File: src/rtl/wb_ram_arbiter.sv
// wb_ram_arbiter
//   Shares one single-port on-chip RAM Wishbone slave between two masters:
//   master 0 (instruction bus) and master 1 (data bus). Round-robin
//   arbitration. The grant is held for the whole bus cycle, i.e. while the
//   granted master keeps cyc high. A watchdog aborts transfers that the
//   slave never acknowledges.
//
// Parameters
//   TIMEOUT  cycles of s_stb_o without s_ack_i before abort (0 = no watchdog)
//   TW       watchdog counter width, 2^TW > TIMEOUT
//
// Ports
//   clk_i, rst_i                       clock, synchronous active-high reset
//   mX_cyc_i/stb_i/we_i/adr_i/sel_i/dat_i   master X request side
//   mX_dat_o, mX_ack_o, mX_err_o       master X response side
//   s_cyc_o/stb_o/we_o/adr_o/sel_o/dat_o    slave request side
//   s_ack_i, s_dat_i                   slave response side
//   gnt_o                              one-hot current grant, 00 when idle
module wb_ram_arbiter #(
  parameter int TIMEOUT = 16,
  parameter int TW      = 5
) (
  input  logic        clk_i,
  input  logic        rst_i,
  input  logic        m0_cyc_i,
  input  logic        m0_stb_i,
  input  logic        m0_we_i,
  input  logic [31:0] m0_adr_i,
  input  logic [3:0]  m0_sel_i,
  input  logic [31:0] m0_dat_i,
  output logic [31:0] m0_dat_o,
  output logic        m0_ack_o,
  output logic        m0_err_o,
  input  logic        m1_cyc_i,
  input  logic        m1_stb_i,
  input  logic        m1_we_i,
  input  logic [31:0] m1_adr_i,
  input  logic [3:0]  m1_sel_i,
  input  logic [31:0] m1_dat_i,
  output logic [31:0] m1_dat_o,
  output logic        m1_ack_o,
  output logic        m1_err_o,
  output logic        s_cyc_o,
  output logic        s_stb_o,
  output logic        s_we_o,
  output logic [31:0] s_adr_o,
  output logic [3:0]  s_sel_o,
  output logic [31:0] s_dat_o,
  input  logic        s_ack_i,
  input  logic [31:0] s_dat_i,
  output logic [1:0]  gnt_o
);

  typedef enum logic [1:0] {
    IDLE = 2'd0,
    GNT0 = 2'd1,
    GNT1 = 2'd2
  } state_t;

  localparam logic [TW-1:0] TO_VAL = TW'(TIMEOUT);

  state_t        state, state_nxt;
  logic          last, last_nxt;
  logic [TW-1:0] wdog, wdog_nxt;
  logic          req0, req1;
  logic          timeout;

  assign req0 = m0_cyc_i & m0_stb_i;
  assign req1 = m1_cyc_i & m1_stb_i;

  // Only meaningful while granted; wdog is held at zero in IDLE.
  assign timeout = (TIMEOUT != 0) && (state != IDLE) && (wdog == TO_VAL);

  // Read data is broadcast; only the ack tells a master the data is its own.
  assign m0_dat_o = s_dat_i;
  assign m1_dat_o = s_dat_i;

  always_ff @(posedge clk_i) begin
    if (rst_i) begin
      state <= IDLE;
      last  <= 1'b1;
      wdog  <= '0;
    end else begin
      state <= state_nxt;
      last  <= last_nxt;
      wdog  <= wdog_nxt;
    end
  end

  always_comb begin
    state_nxt = state;
    last_nxt  = last;
    wdog_nxt  = '0;
    s_cyc_o   = 1'b0;
    s_stb_o   = 1'b0;
    s_we_o    = 1'b0;
    s_adr_o   = '0;
    s_sel_o   = '0;
    s_dat_o   = '0;
    m0_ack_o  = 1'b0;
    m1_ack_o  = 1'b0;
    m0_err_o  = 1'b0;
    m1_err_o  = 1'b0;
    gnt_o     = 2'b00;

    case (state)
      IDLE: begin
        // On a tie the master that did not win last time gets the bus.
        if (req0 && (!req1 || last)) begin
          state_nxt = GNT0;
          last_nxt  = 1'b0;
        end else if (req1) begin
          state_nxt = GNT1;
          last_nxt  = 1'b1;
        end
      end

      GNT0: begin
        gnt_o   = 2'b01;
        s_cyc_o = m0_cyc_i;
        s_stb_o = m0_stb_i;
        s_we_o  = m0_we_i;
        s_adr_o = m0_adr_i;
        s_sel_o = m0_sel_i;
        s_dat_o = m0_dat_i;
        if (timeout) begin
          // Abort: pull the slave off the bus and report the error instead.
          s_cyc_o   = 1'b0;
          s_stb_o   = 1'b0;
          m0_err_o  = 1'b1;
          state_nxt = IDLE;
        end else begin
          m0_ack_o = s_ack_i;
          if (m0_stb_i && !s_ack_i) begin
            wdog_nxt = wdog + TW'(1);
          end
          // Grant survives stb gaps; only dropping cyc releases the RAM.
          if (!m0_cyc_i) begin
            state_nxt = IDLE;
          end
        end
      end

      GNT1: begin
        gnt_o   = 2'b10;
        s_cyc_o = m1_cyc_i;
        s_stb_o = m1_stb_i;
        s_we_o  = m1_we_i;
        s_adr_o = m1_adr_i;
        s_sel_o = m1_sel_i;
        s_dat_o = m1_dat_i;
        if (timeout) begin
          s_cyc_o   = 1'b0;
          s_stb_o   = 1'b0;
          m1_err_o  = 1'b1;
          state_nxt = IDLE;
        end else begin
          m1_ack_o = s_ack_i;
          if (m1_stb_i && !s_ack_i) begin
            wdog_nxt = wdog + TW'(1);
          end
          if (!m1_cyc_i) begin
            state_nxt = IDLE;
          end
        end
      end

      default: begin
        state_nxt = IDLE;
      end
    endcase
  end

endmodule

File: config.mk
export PLATFORM = sky130hd
export DESIGN_NAME = wb_ram_arbiter
export DESIGN_NICKNAME = d
export VERILOG_FILES = /design/src/rtl/wb_ram_arbiter.sv
export SDC_FILE = /design/constraint.sdc
export NUM_CORES = 1
export LEC_CHECK = 0
export ABC_CLOCK_PERIOD_IN_PS = 4000
export BUFFER_PORTS_ARGS = -buffer_cell sky130_fd_sc_hd__buf_2
export CORE_AREA = 2 2 125 127
export DETAILED_ROUTE_END_ITERATION = 10
export DIE_AREA = 0 0 127 129
export GPL_ROUTABILITY_DRIVEN = 0
export PLACE_DENSITY = 0.47
export SKIP_CTS_REPAIR_TIMING = 1
export SYNTH_ARGS = -nofsm -noshare
export SYNTH_HDL_FRONTEND = slang
export SYNTH_SLANG_ARGS = --single-unit
File: constraint.sdc
create_clock -name clk_i -period 4 [get_ports clk_i]
set_clock_uncertainty 0.2 [all_clocks]
set_input_delay 0.4 -clock clk_i [delete_from_list [all_inputs] [get_ports clk_i]]
set_output_delay 0.4 -clock clk_i [all_outputs]
set_load 0.05 [all_outputs]
==> results of run 1 <==
==> worst max-delay path, cell delays in order (launching register included) <==
cell and delay [ns]:
dfxtp_1 0.34, inv_1 0.11, ha_2 0.71, buf_12 0.29
a22oi_1 0.13, nor2b_1 0.23, buf_2 0.30
==> synthesized netlist by cell type <==
| cell | count | area, um^2 |
|---|---|---|
| nor3_1 | 1 | 5.00 |
| a211o_1 | 1 | 8.76 |
| a22oi_1 | 70 | 526 |
| dfxtp_1 | 8 | 160 |
| o2111ai_1 | 2 | 17.5 |
| o2111a_1 | 1 | 11.3 |
| nand4_1 | 2 | 12.5 |
| nor2_1 | 8 | 30.0 |
| or4b_4 | 1 | 13.8 |
| and3_1 | 2 | 12.5 |
| or2_1 | 1 | 6.26 |
| o21ai_0 | 1 | 5.00 |
| ha_1 | 7 | 87.6 |
| and3_2 | 3 | 22.5 |
| buf_6 | 1 | 11.3 |
| nor2b_1 | 70 | 438 |
| and2_1 | 2 | 12.5 |
| a22o_1 | 2 | 17.5 |
| nand2_1 | 2 | 7.51 |
| xor2_1 | 2 | 17.5 |
| and4_1 | 1 | 8.76 |
| a21oi_1 | 1 | 5.00 |
| nand3_1 | 4 | 20.0 |
| xnor2_1 | 1 | 8.76 |
| buf_4 | 64 | 480 |
| clkbuf_1 | 24 | 90.1 |
| inv_1 | 9 | 33.8 |
==> final timing paths <==
check,cells after the start,slack [ns],end
max,6,1.04,s_adr_o[6]
min,3,0.25,last
max reg2reg,6,1.63,state[0]
min reg2reg,1,0.27,wdog[0]
==> cell families after synthesis <==
logic type | Yosys count
buffers and inverters | 98
AND/OR/NAND/NOR | 97
AO/OA/AOI/OAI | 78
flip-flops | 8
adder cells (fa/ha/maj) | 7
XOR/XNOR | 3
==> metal layers <==
metal / global-route usage / vias up / part of all wire / wire, um
met5: 0 / - / 0 / 0
li1: - / 1234 / - / -
met4: 0.0220 / 0 / 0.010 / 94
met3: 0.0195 / 14 / 0.085 / 765
met2: 0.185 / 172 / 0.49 / 4460
met1: 0.116 / 1108 / 0.41 / 3720
==> where the power goes <==
part | internal [mW] | total, mW | switching [mW]
clock | 0.129 | 0.172 | 0.0429
combinational | 0.153 | 0.388 | 0.235
sequential | 0.0829 | 0.0861 | 0.00311
==> state kept, by name (all words and copies together) (netlist names) <==
signal	flops
last	1
state	2
wdog	5
==> cell type report <==
type,instances,area (um^2)
multi-input combinational,185,1300
timing repair buffer,225,1160
sequential,8,160
fill,1714,12000
tap,188,235
clock buffer,3,75.1
inverter,9,33.8
==> stage by stage <==
step / cells / power [mW] / setup WS (ns) / utilization
2_1_floorplan: 291 / 0.504 / 1.27 / -
3_3_place_gp: 615 / 0.483 / 1.21 / 0.193
3_5_place_dp: 615 / 0.482 / 1.20 / 0.193
4_1_cts: 618 / 0.654 / 0.948 / 0.198
5_1_grt: 618 / 0.684 / 0.813 / 0.198
6_report: 618 / 0.646 / 1.04 / 0.198
==> layout by cell type (no fill, tap or decap) <==
cell type / n
xor2_1: 2
a22oi_1: 70
or2_1: 1
and3_2: 3
o2111a_1: 1
nand2_1: 2
buf_2: 221
dfxtp_1: 8
ha_1: 4
clkbuf_16: 3
a21oi_1: 1
ha_2: 3
or4b_4: 1
a22o_1: 2
xnor2_1: 1
a211o_1: 1
and4_1: 1
buf_4: 2
o2111ai_1: 2
and3_1: 2
nor2b_1: 70
nor2_1: 8
and2_1: 2
nor3_1: 1
o21ai_0: 1
buf_12: 2
nand4_1: 2
nand3_1: 4
inv_1: 9
==> impl_metrics.py, run 1 <==
metrics = {
    "timing": {
        "setup_viol": 0,
        "hold_ws_ns": 0.250,
        "fin_setup_tns_ns": 0,
        "clock.fmax_mhz": 337,
        "worst_slew_pin_slew_ns": 0.785,
        "rsz0062_at_grt": "false",
        "max_slew_margin": 0.476,
        "fin_crit_ns": 2.96,
        "final_hold_viol_count": 0,
        "finalMaxSlewViolations": 0,
        "period_share": 0.741,
    },
    "yosys": {
        "synth_top_family_by_area": "buffers and inverters",
        "synthMuxAreaShare": 0,
        "syn_area_per_cell_um2": 7.11,
        "synth_xor_area_frac": 0.0127,
        "synth_cell_types": 27,
        "synth_cells": 291,
        "synth-seq-area-share": 0.0774,
        "synth-seq-cells": 8,
        "syn_area_um2": 2070,
        "synth-simple-area-share": 0.285,
        "ys_warn_count": 0,
        "synth_fa_ha_area_frac": 0.0423,
        "syn-num-nets": 475,
        "synth_compound_gate_area_share": 0.285,
    },
    "worst_setup_path": {
        "end_kind": "output pin",
        "path_max_fanout": 38,
        "worstSetupStartpoint": "state[1]",
        "worstPathArrival_ns": 2.36,
        "critPathLaunchType": "register",
        "rr_startpoint": "state[0]",
        "crit_required_ns": 3.40,
        "worstSetupPathType": "register to output pin",
    },
    "run_status": {
        "status": "complete, no violations",
    },
    "detailed_routing": {
        "firstDrtPassIters": 4,
        "routedWlPerCell_um": 14.6,
        "num_vias": 2528,
        "route.detailed.drc": 0,
        "wirelength_um": 9050,
        "dr.first_iter.drc_count": 94,
        "vias_per_cell": 4.09,
        "postRouteAntennaNets": 0,
    },
    "global_route": {
        "grt_pass1_wl_um": 12800,
        "grt_pass1_vias": 2490,
        "antenna_found_initial": 0,
        "overflow": 0,
        "grt_max_degree": 42,
        "grt.total_usage": 0.0986,
    },
    "worst_hold_path": {
        "min_from": "rst_i",
        "hold_path.class": "input pin to register",
    },
    "cells_and_area": {
        "syn_to_final_growth_pct": 43.3,
        "fin_area_um2": 2970,
        "antennaDiodeCount": 0,
        "final_nets": 616,
        "drive_gt1_frac": 0.547,
    },
    "floorplan": {
        "die-area_um2": 16400,
        "initial_core_util": 0.138,
        "fp.dieH_um": 129,
        "rows": 45,
        "die_w_um": 127,
        "core-area_um2": 15000,
        "ios": 318,
    },
    "placed_design": {
        "hpwl_um": 7460,
        "io_buffer_count": 221,
        "place_area_um2": 2890,
    },
    "clocking": {
        "clock_latency_ns": 0.24,
        "cts.sinks": 8,
        "cts_tree": "built",
        "path_clk_slew_ns": 0.04,
        "tritoncts.num_buffers": 3,
        "htreeDepth": 1,
        "cts_root_buf": "clkbuf_16",
        "cts_buffer_depth": 2,
    },
    "flow_run": {
        "max_cap_viol_count": 0,
    },
    "pwr": {
        "power_density_nw_per_um2": 218,
        "ir_drop_mv": 0.0890,
        "leakagePower_nw": 1.43,
    },
}
Power figures use the tool's default switching activity.
==> run 2, diff against run 1 <==
==> config.mk (replaced) <==
export PLATFORM = sky130hd
export DESIGN_NAME = wb_ram_arbiter
export DESIGN_NICKNAME = d
export VERILOG_FILES = /design/src/rtl/wb_ram_arbiter.sv
export SDC_FILE = /design/constraint.sdc
export NUM_CORES = 1
export LEC_CHECK = 0
export ABC_AREA = 1
export ABC_CLOCK_PERIOD_IN_PS = 2500
export BUFFER_PORTS_ARGS = -buffer_cell sky130_fd_sc_hd__buf_2
export CORE_AREA = 2 2 124 126
export DETAILED_ROUTE_END_ITERATION = 10
export DIE_AREA = 0 0 126 128
export GPL_ROUTABILITY_DRIVEN = 0
export PLACE_DENSITY = 0.49
export SKIP_CTS_REPAIR_TIMING = 1
export SYNTH_ARGS = -nofsm -noshare
export SYNTH_HDL_FRONTEND = slang
export SYNTH_SLANG_ARGS = --single-unit
==> constraint.sdc (replaced) <==
create_clock -name clk_i -period 2.5 [get_ports clk_i]
set_clock_uncertainty 0.2 [all_clocks]
set_input_delay 0.25 -clock clk_i [delete_from_list [all_inputs] [get_ports clk_i]]
set_output_delay 0.25 -clock clk_i [all_outputs]
set_load 0.05 [all_outputs]
==> impl_metrics.py, run 2 <==
metrics = {
    "detailed_routing": {
        "num_vias": 2675,
        "vias_per_cell": 3.84,
        "wirelength_um": 8890,
        "postRouteAntennaNets": 0,
        "route.detailed.drc": 0,
        "dr.first_iter.drc_count": 95,
        "routedWlPerCell_um": 12.8,
        "firstDrtPassIters": 4,
    },
    "clocking": {
        "cts.sinks": 8,
        "cts_root_buf": "clkbuf_16",
        "clock_latency_ns": 0.23,
        "cts_buffer_depth": 2,
        "tritoncts.num_buffers": 3,
        "path_clk_slew_ns": 0.04,
        "htreeDepth": 1,
        "cts_tree": "built",
    },
    "pwr": {
        "ir_drop_mv": 0.246,
        "leakagePower_nw": 1.44,
        "p_total_mw": 1.04,
        "power_density_nw_per_um2": 360,
    },
    "yosys": {
        "synth-seq-cells": 8,
        "synth_cells": 365,
        "synth_xor_area_frac": 0.0133,
        "synth_edf_count": 0,
        "syn_area_per_cell_um2": 5.42,
        "synth_top_area_frac": 0.289,
        "synthArstFlopShare": 0,
        "synth_top_family_by_area": "simple AND/OR/NAND/NOR gates",
        "synthMuxAreaShare": 0,
        "ys_warn_count": 0,
        "synth_common_cells": "nand2_1, a21oi_1, buf_4",
        "yosysTopAreaCell": "nand2_1",
        "synth_cell_types": 20,
        "dominantRegCellSynth": "dfxtp_1",
        "synth_fa_ha_area_frac": 0.0443,
        "syn_area_um2": 1980,
        "synth_compound_gate_area_share": 0.193,
        "syn-num-nets": 549,
        "synth-seq-area-share": 0.0810,
        "synth.most_common_cell": "nand2_1",
        "synth-simple-area-share": 0.351,
        "synth_area_leaders": "nand2_1, buf_4, a21oi_1",
    },
    "cells_and_area": {
        "drive_gt1_frac": 0.476,
        "fin_area_um2": 2890,
        "reg_top3": "wdog (5), state (2), last (1)",
        "stdcell_count": 696,
        "final_cell_mix": "buf_2, nand2_1, a21oi_1",
        "largest_register_ffs": 5,
        "antennaDiodeCount": 0,
        "syn_to_final_growth_pct": 46.4,
        "largest-register": "wdog",
        "final_common_cell": "buf_2",
        "final_nets": 694,
        "fillers": 1775,
    },
    "worst_setup_path": {
        "worstSetupPathType": "register to output pin",
        "critPathLaunchType": "register",
        "rr_startpoint": "state[0]",
        "crit_required_ns": 2.05,
        "worstSetupStartpoint": "state[0]",
        "worstPathArrival_ns": 1.88,
        "path_max_fanout": 39,
        "end_kind": "output pin",
    },
    "timing": {
        "max_slew_margin": 0.713,
        "fin_ws_ns": 0.175,
        "worst_slew_pin_slew_ns": 0.431,
        "fin_crit_ns": 2.33,
        "finalMaxSlewViolations": 0,
        "rsz0062_at_grt": "false",
        "fin_setup_tns_ns": 0,
        "period_share": 0.930,
        "setup_viol": 0,
        "clock.fmax_mhz": 430,
        "final_hold_viol_count": 0,
    },
    "floorplan": {
        "die-area_um2": 16100,
        "fp.dieH_um": 128,
        "die_w_um": 126,
        "ios": 318,
        "core-area_um2": 14900,
        "rows": 45,
        "initial_core_util": 0.133,
    },
    "placed_design": {
        "dp_slack_ns": 0.406,
        "place_area_um2": 2820,
        "place_inst": 693,
        "hpwl_um": 7200,
        "io_buffer_count": 221,
    },
    "global_route": {
        "grt_max_degree": 41,
        "grt_pass1_wl_um": 13200,
        "overflow": 0,
        "antenna_found_initial": 0,
        "grt_pass1_vias": 2578,
        "grt.total_usage": 0.0990,
    },
    "flow_run": {
        "max_cap_viol_count": 0,
    },
    "worst_hold_path": {
        "hold_path.class": "input pin to register",
        "min_from": "rst_i",
    },
    "run_status": {
        "status": "complete, no violations",
    },
}
==> run 2: power breakdown <==
part,internal (mW),switching (mW),leakage (nW),total (mW)
combinational,0.191,0.444,1.33,0.636
sequential,0.134,0.00422,0.0650,0.138
clock,0.206,0.0622,0.0370,0.268
total,0.531,0.511,1.44,1.04
==> run 2: path summary, 6_finish.rpt <==
path,cells after the start,endpoint,slack (ns)
worst max-delay path,6,s_dat_o[30],0.17
worst max register to register,8,state[0],0.82
worst min register to register,1,wdog[0],0.26
worst min-delay path,2,state[1],0.04
==> run 2: cell type report <==
type                            instances  area, um^2  share of cell area
Clock buffer                            3        75.1              0.0259
Sequential cell                         8         160              0.0553
Multi-Input combinational cell        259        1190               0.412
Tap cell                              188         235              0.0813
Timing Repair Buffer                  227        1190               0.411
Inverter                               11        41.3              0.0143
==> run 2: logic make-up (layout without fill, tap and decap cells) <==
group / count (synthesis) / in the layout
simple gates: 175 / 175
xor+xnor: 3 / 3
compound gates: 74 / 74
flops: 8 / 8
buf+inv: 98 / 241
fa+ha+maj: 7 / 7
==> run 2: layer usage <==
layer / global-route usage / wire length [um] / vias to the layer above
met3: 0.0171 / 635 / 38
met4: 0.0368 / 315 / 0
met1: 0.134 / 3990 / 1136
met2: 0.157 / 3950 / 133
met5: 0 / 0 / -
li1: - / - / 1368
==> run 2: through the flow <==
step	hold WS, ns	utilization
after global placement	0.253	0.190
final	0.0439	0.195
after CTS	0.0484	0.195
after detailed placement	0.259	0.190
after global routing	0.0701	0.195
after floorplan	0.119	-
==> run 2: worst max-delay path, cell delays in order, from the launching register on <==
cell,delay [ns]
dfxtp_1,0.33
inv_1,0.12
ha_2,0.22
buf_4,0.36
nand2_1,0.09
a21oi_1,0.18
buf_2,0.31
==> run 3, diff against run 2 <==
--- a/config.mk
+++ b/config.mk
@@ -8,9 +8,9 @@
 export ABC_AREA = 1
 export ABC_CLOCK_PERIOD_IN_PS = 2500
 export BUFFER_PORTS_ARGS = -buffer_cell sky130_fd_sc_hd__buf_2
-export CORE_AREA = 2 2 124 126
+export CORE_AREA = 2 2 123 125
 export DETAILED_ROUTE_END_ITERATION = 10
-export DIE_AREA = 0 0 126 128
+export DIE_AREA = 0 0 125 127
 export GPL_ROUTABILITY_DRIVEN = 0
 export PLACE_DENSITY = 0.49
 export SKIP_CTS_REPAIR_TIMING = 1
==> impl_metrics.py, run 3 (same netlist as run 2, synthesis figures left out) <==
metrics = {
    "worst_hold_path": {
        "min_path_cells": 2,
        "hold_path.class": "input pin to register",
    },
    "pwr": {
        "p_switching_mw": 0.500,
        "power_frac_comb": 0.610,
        "leakagePower_nw": 1.44,
        "p_total_mw": 1.03,
        "sequentialPowerShare": 0.133,
        "swShare": 0.485,
        "ir_drop_mv": 0.213,
        "power_frac_clock": 0.257,
        "internal-power_mw": 0.531,
        "power_density_nw_per_um2": 358,
    },
    "worst_setup_path": {
        "worstPathArrival_ns": 1.87,
        "cp_common_cell": "buf_4",
        "cp_num_cells": 7,
        "crit_path_cell_trace": "inv_1 -> ha_1 -> inv_2 -> buf_4 -> buf_4 -> a21oi_1 -> buf_2",
        "critical_path.top_delay_family": "buffers and inverters",
        "critPathLaunchType": "register",
        "reg2regPathDepth": 8,
        "cp_slowest_stage_delay_ns": 0.37,
        "worstSetupPathType": "register to output pin",
        "slowest_stage": "dfxtp_1",
        "cp_num_buf_inv": 5,
        "crit_required_ns": 2.05,
        "path_max_fanout": 20,
        "end_kind": "output pin",
    },
    "placed_design": {
        "place_area_um2": 2810,
        "hpwl_um": 7420,
        "io_buffer_count": 221,
        "place_inst": 690,
    },
    "global_route": {
        "grt_pass1_wl_um": 13000,
        "grt_pass1_vias": 2440,
        "overflow": 0,
        "antenna_found_initial": 0,
        "grt_max_degree": 41,
        "grt.total_usage": 0.100,
    },
    "clocking": {
        "tritoncts.num_buffers": 3,
        "cts_root_buf": "clkbuf_16",
        "path_clk_slew_ns": 0.03,
        "cts_buffer_depth": 2,
        "htreeDepth": 1,
        "cts_tree": "built",
        "cts.sinks": 8,
        "clock_latency_ns": 0.23,
    },
    "detailed_routing": {
        "route.detailed.drc": 0,
        "postRouteAntennaNets": 0,
        "wirelength_um": 8960,
        "firstDrtPassIters": 4,
        "dr.first_iter.drc_count": 129,
        "vias_per_cell": 3.82,
        "route.met3.wl_um": 860,
        "highest_layer": "met4",
        "num_vias": 2647,
        "dr_wl_met2_um": 4070,
        "wl_met1_um": 3670,
        "routedWlPerCell_um": 12.9,
    },
    "cells_and_area": {
        "fin_area_um2": 2880,
        "multi_input_area_um2": 1190,
        "largest-register": "wdog",
        "regArea_um2": 160,
        "stdcell_count": 693,
        "final_cell_mix": "buf_2, nand2_1, a21oi_1",
        "reg_top3": "wdog (5), state (2), last (1)",
        "antennaDiodeCount": 0,
        "drive_gt1_frac": 0.477,
        "final_nets": 695,
        "syn_to_final_growth_pct": 45.9,
        "largest_register_ffs": 5,
        "fillers": 1710,
        "final_common_cell": "buf_2",
    },
    "floorplan": {
        "rows": 44,
        "core-area_um2": 14400,
        "die-area_um2": 15900,
        "initial_core_util": 0.137,
        "fp.dieH_um": 127,
        "die_w_um": 125,
        "ios": 318,
    },
    "timing": {
        "fin_crit_ns": 2.32,
        "finalMaxSlewViolations": 0,
        "worst_slew_pin_slew_ns": 0.414,
        "setup_viol": 0,
        "rsz0062_at_grt": "false",
        "fin_setup_tns_ns": 0,
        "max_slew_margin": 0.724,
        "clock.fmax_mhz": 431,
        "final_hold_viol_count": 0,
        "period_share": 0.928,
    },
    "flow_run": {
        "max_cap_viol_count": 0,
    },
    "run_status": {
        "status": "complete, no violations",
    },
}
run 3: area by class of cell:
class                           instances  area share
Multi-Input combinational cell        259       0.414
Timing Repair Buffer                  228       0.410
Tap cell                              184      0.0798
Sequential cell                         8      0.0555
Clock buffer                            3      0.0260
Inverter                               11      0.0143
run 3: path summary, 6_finish.rpt:
path	from	to	slack, ns
max	state[0]	s_dat_o[12]	0.18
min	rst_i	state[1]	0.05
max reg2reg	state[0]	state[0]	0.81
min reg2reg	wdog[0]	wdog[0]	0.26
run 3: stage by stage:
stage          utilization  setup WS, ns  hold slack [ns]
6_report             0.200         0.181           0.0482
5_1_grt              0.200        0.0415           0.0760
4_1_cts              0.200         0.141           0.0463
3_5_place_dp         0.195         0.390            0.258
3_3_place_gp         0.195         0.418            0.254
2_1_floorplan            -        0.0246            0.119
run 3: layer usage:
layer | up-vias | track usage
met5 | - | 0
met4 | 0 | 0.0431
met3 | 45 | 0.0281
met2 | 122 | 0.161
met1 | 1108 | 0.125
li1 | 1372 | -
run 3: power groups by stage:
stage,Clock (mW),Combinational [mW],Sequential [mW]
floorplan,0,0.678,0.139
global route,0.275,0.690,0.138
global placement,0,0.647,0.139
detailed placement,0,0.640,0.140
finish,0.265,0.629,0.138
CTS,0.271,0.642,0.138
